## config.mk

```make
export PLATFORM = sky130hd
export DESIGN_NAME = uart_tx_frame_reg
export DESIGN_NICKNAME = d
export VERILOG_FILES = /design/src/rtl/uart_tx_frame_reg.sv
export SDC_FILE = /design/constraint.sdc
export NUM_CORES = 1
export LEC_CHECK = 0
export CAP_MARGIN = 20
export CORE_MARGIN = 10
export CORE_UTILIZATION = 42
export DETAILED_ROUTE_END_ITERATION = 6
export PLACE_DENSITY = 0.67
export SLEW_MARGIN = 0
export SYNTH_ARGS = -nofsm -noshare
export SYNTH_HDL_FRONTEND = slang
export SYNTH_SLANG_ARGS = --single-unit
```

## constraint.sdc

```tcl
create_clock -name clk -period 1.95 [get_ports clk]
set_input_delay 0.39 -clock clk [delete_from_list [all_inputs] [get_ports clk]]
set_output_delay 0.39 -clock clk [all_outputs]
set_load 0.005 [all_outputs]
```

## src/rtl/uart_tx_frame_reg.sv

```systemverilog
// UART transmit holding-and-framing register: a load captures D, builds the
// full serial frame and shifts it out LSB-first, one bit per baud tick.
module uart_tx_frame_reg #(
    parameter int DATA_W     = 8,
    parameter int PARITY_EN  = 0,
    parameter int PARITY_ODD = 0,
    parameter int STOP_BITS  = 1
) (
    input  logic              clk,
    input  logic              reset,
    input  logic              load,
    input  logic [DATA_W-1:0] D,
    input  logic              shift,
    output logic [DATA_W-1:0] Q,
    output logic              tx,
    output logic              busy,
    output logic              done,
    output logic              overrun
);

    localparam int FRAME_W = 1 + DATA_W + PARITY_EN + STOP_BITS;
    localparam int CNT_W   = $clog2(FRAME_W + 1);
    localparam bit PAR_ODD = (PARITY_ODD != 0);

    typedef enum logic {
        IDLE,
        SEND
    } state_t;

    state_t             state;
    logic [FRAME_W-1:0] sr;
    logic [CNT_W-1:0]   cnt;
    logic [FRAME_W-1:0] frame_ld;

    // Stop bits come from the all-ones default; start bit sits in bit 0.
    always_comb begin
        frame_ld           = '1;
        frame_ld[0]        = 1'b0;
        frame_ld[DATA_W:1] = D;
        if (PARITY_EN != 0) begin
            frame_ld[DATA_W+1] = (^D) ^ PAR_ODD;
        end
    end

    always_ff @(posedge clk or negedge reset) begin
        if (!reset) begin
            state   <= IDLE;
            Q       <= '0;
            sr      <= '1;
            cnt     <= '0;
            busy    <= 1'b0;
            done    <= 1'b0;
            overrun <= 1'b0;
        end else begin
            done    <= 1'b0;
            overrun <= 1'b0;
            case (state)
                IDLE: begin
                    if (load) begin
                        Q     <= D;
                        sr    <= frame_ld;
                        cnt   <= CNT_W'(FRAME_W);
                        busy  <= 1'b1;
                        state <= SEND;
                    end
                end
                SEND: begin
                    if (load) begin
                        overrun <= 1'b1;
                    end
                    if (shift) begin
                        sr  <= {1'b1, sr[FRAME_W-1:1]};
                        cnt <= cnt - CNT_W'(1);
                        if (cnt == CNT_W'(1)) begin
                            busy  <= 1'b0;
                            done  <= 1'b1;
                            state <= IDLE;
                        end
                    end
                end
                default: state <= IDLE;
            endcase
        end
    end

    assign tx = sr[0];

endmodule

```

==> flow_summary.yaml <==
detailed_routing:
  dr.pass1.iters: 4
  num_vias: 869
  detail-route-antenna-nets: 0
  drt_wl_total_um: 2460
  avgRoutedWirePerCell_um: 14.4
  drt_iter0_drc: 50
  post-route-drc-count: 0
  post_drt_via_cell_ratio: 5.08
synthesis:
  syn-cell-area_sq_um: 1200
  synth_top_family_by_area: "simple AND/OR/NAND/NOR gates"
  yosys.cell_types.count: 25
  post_synthesis_average_cell_area_sq_um: 10.5
  synth.area.mux_share: 0.0708
  synth_area_in_adders: 0.0208
  synth.largest_area_cell: "sky130_fd_sc_hd__dfrtp_1"
  yosys-top-cells-area: "sky130_fd_sc_hd__dfrtp_1 (33%), sky130_fd_sc_hd__dfstp_2 (20%), sky130_fd_sc_hd__nand2_1 (8.4%)"
  netlist.area_leader.share: 0.333
  synth_xor_area_frac: 0.00728
  yosys_register_bits: 25
  yosys_warnings: 0
  seq_area_frac_synth: 0.530
  synth_compound_area_frac: 0.124
  synth_simple_gate_area_frac: 0.182
  synth_cells: 115
  syn_nets: 129
worst_setup_path:
  max_stage_delay_ps: 560
  worstPathCellList: "clkdlybuf4s50_1"
  critPathMaxFanout: 3
  critical_path_buf_inv_count: 1
  worstSetupPathType: "reg -> out"
  crit_path_top_delay_cell: "sky130_fd_sc_hd__dfstp_2"
  critical-path-top-delay-family: "flip-flops"
  critical_path_arrival_ps: 1370
  crit_path_start_kind: "flop"
  critical_path_required_ps: 1560
  timing.critical_path.to_type: "primary output"
timing:
  final_max_slew_viol_count: 0
  skew_ps: 8.23
  setup_viol: 0
  worst_slew_pin_slew_ps: 552
  postLayoutSetupSlackWorst_ps: 188
  maxSlewHeadroom: 0.632
  finalHoldViolCount: 0
  final_min_period_over_clock_period: 0.903
  layout_min_cycle_time_ps: 1760
  timing.setup.tns_ps: 0
  rsz0062_at_grt: "no"
  max_freq_mhz: 568
floorplan:
  io_pins: 24
  die_x_um: 73.5
  placeableCoreArea_sq_um: 2760
  initial_core_util: 0.436
  rows: 19
  die_h_um: 73.5
  die_area_sq_um: 5400
placed_design:
  detailed_place_hpwl_um: 1800
  gpl.final_weighted_congestion: 0.777
  port_buffers: 23
  dpl_worst_slack_ps: 262
  postPlaceCellArea_sq_um: 1450
  post-place-cells: 167
global_routing:
  globalRouteMet3Util: 0.0458
  grt_antenna_before_repair: 0
  use_met2: 0.152
  via_count_of_the_first_global_routing_pass: 935
  grtUsageTotal: 0.101
  globalRouteOverflowTotal: 0
  grt.met1_usage: 0.122
  global_route_wire_length_before_repair_um: 4350
  gr-max-usage-layer: "met2"
  grt_start_max_net_pins: 26
cells_and_area:
  layout-drive-gt1-share: 0.171
  instances_no_fill: 171
  fin_util: 0.536
  layout_common_cells: "sky130_fd_sc_hd__nand2_1 (27), sky130_fd_sc_hd__clkdlybuf4s50_1 (23), sky130_fd_sc_hd__dfrtp_1 (16)"
  areaGrowthSynthToFinish_pct: 23.0
  commonest_non_fill_non_tap_cell_in_the_layout: "sky130_fd_sc_hd__nand2_1"
  insertedDiodeCount: 0
  finalNetCount: 155
  design_area_sq_um: 1480
flow_run:
  maxCapViolations: 0
cts:
  cts.repair_timing.setup_buffer_count: 0
  cts.path.max_buffers: 2
  cts_root_buf: "sky130_fd_sc_hd__clkbuf_4"
  tritoncts_clock_tree: "done"
  numCtsBuffers: 3
  cts.hold.buffers_added: 0
  tritoncts_num_sinks: 25
  clock_tree.htree_level_count: 1
  cts_resized: 0
  clk_pin_slew_ps: 140
  worstSkewPairLatency_ps: 320
power:
  total_leakage_power_uw: 0.000654
  ir_drop_mv: 0.713
  p_per_area_nw_per_um2: 1250
min_path:
  hp-class: "in -> async"
run_status:
  result_of_the_run: "finished, final reports clean"
[per-stage QoR]
stage	total power [uW]	hold slack [ps]
2_1_floorplan	1310	94.4
3_3_place_gp	1620	454
3_5_place_dp	1640	453
4_1_cts	1880	405
5_1_grt	2010	399
6_report	1850	407
[Yosys cell counts]
library cell / number
sky130_fd_sc_hd__nand2b_1: 1
sky130_fd_sc_hd__mux2i_2: 1
sky130_fd_sc_hd__mux2_2: 1
sky130_fd_sc_hd__mux2i_1: 6
sky130_fd_sc_hd__a21o_1: 1
sky130_fd_sc_hd__and2_1: 1
sky130_fd_sc_hd__nand2_1: 27
sky130_fd_sc_hd__buf_6: 4
sky130_fd_sc_hd__inv_1: 3
sky130_fd_sc_hd__xnor2_1: 1
sky130_fd_sc_hd__a32oi_1: 2
sky130_fd_sc_hd__a31oi_1: 1
sky130_fd_sc_hd__o21ai_2: 1
sky130_fd_sc_hd__nor2_1: 6
sky130_fd_sc_hd__buf_2: 3
sky130_fd_sc_hd__buf_4: 1
sky130_fd_sc_hd__nor3b_1: 1
sky130_fd_sc_hd__dfstp_2: 9
sky130_fd_sc_hd__ha_1: 2
sky130_fd_sc_hd__and3b_4: 2
sky130_fd_sc_hd__dfrtp_1: 16
sky130_fd_sc_hd__a21oi_1: 8
sky130_fd_sc_hd__a22o_1: 1
sky130_fd_sc_hd__a211oi_1: 8
sky130_fd_sc_hd__nor2b_1: 8
[cell type report]
class	count	area, sq um
fillers	251	1280
flip-flops and latches	25	637
multi-input cells	79	487
repair buffers	29	275
well taps	31	38.8
clock buffers	3	22.5
inverters	3	11.3
clock inverters	1	7.51
[state kept, by name, indices dropped and copies added, names as in the netlist]
signal and cells:
sr 9, Q 8, cnt 4, busy 1, done 1, overrun 1, state 1
[where the power goes]
group,internal [uW],switching [uW]
clock,78.2,157
combinational,413,262
sequential,788,150
total,1280,569
[kinds of logic (layout without fill, tap and decap cells)]
group / Yosys count / count (layout)
AND/OR/NAND/NOR: 46 / 46
flip-flops: 25 / 25
AO/OA/AOI/OAI: 22 / 22
buffers and inverters: 11 / 36
multiplexers: 8 / 8
adder cells (fa/ha/maj): 2 / 2
XOR/XNOR: 1 / 1
[worst paths after layout]
kind / start / end / slack (ps) / depth (start not counted)
worst max-delay path: sr[0]$_DFFE_PN1P_ / tx / 190 / 1
worst min-delay path: reset / cnt[2]$_DFFE_PN0P_ / 410 / 2
worst max register to register: state$_DFF_PN0_ / busy$_DFFE_PN0P_ / 570 / 3
worst min register to register: sr[7]$_DFFE_PN1P_ / sr[7]$_DFFE_PN1P_ / 470 / 2
max in group asynchronous: reset / sr[1]$_DFFE_PN1P_ / 1250 / 2
min in group clk: sr[7]$_DFFE_PN1P_ / sr[7]$_DFFE_PN1P_ / 470 / 2
[per-layer routing]
metal / share of wire / up-vias
met1: 0.45 / 409
met3: 0.097 / 2
met5: 0 / -
met2: 0.45 / 25
met4: 0.0073 / 0
li1: - / 433
Note: power is estimated with default switching activity, not from simulation.
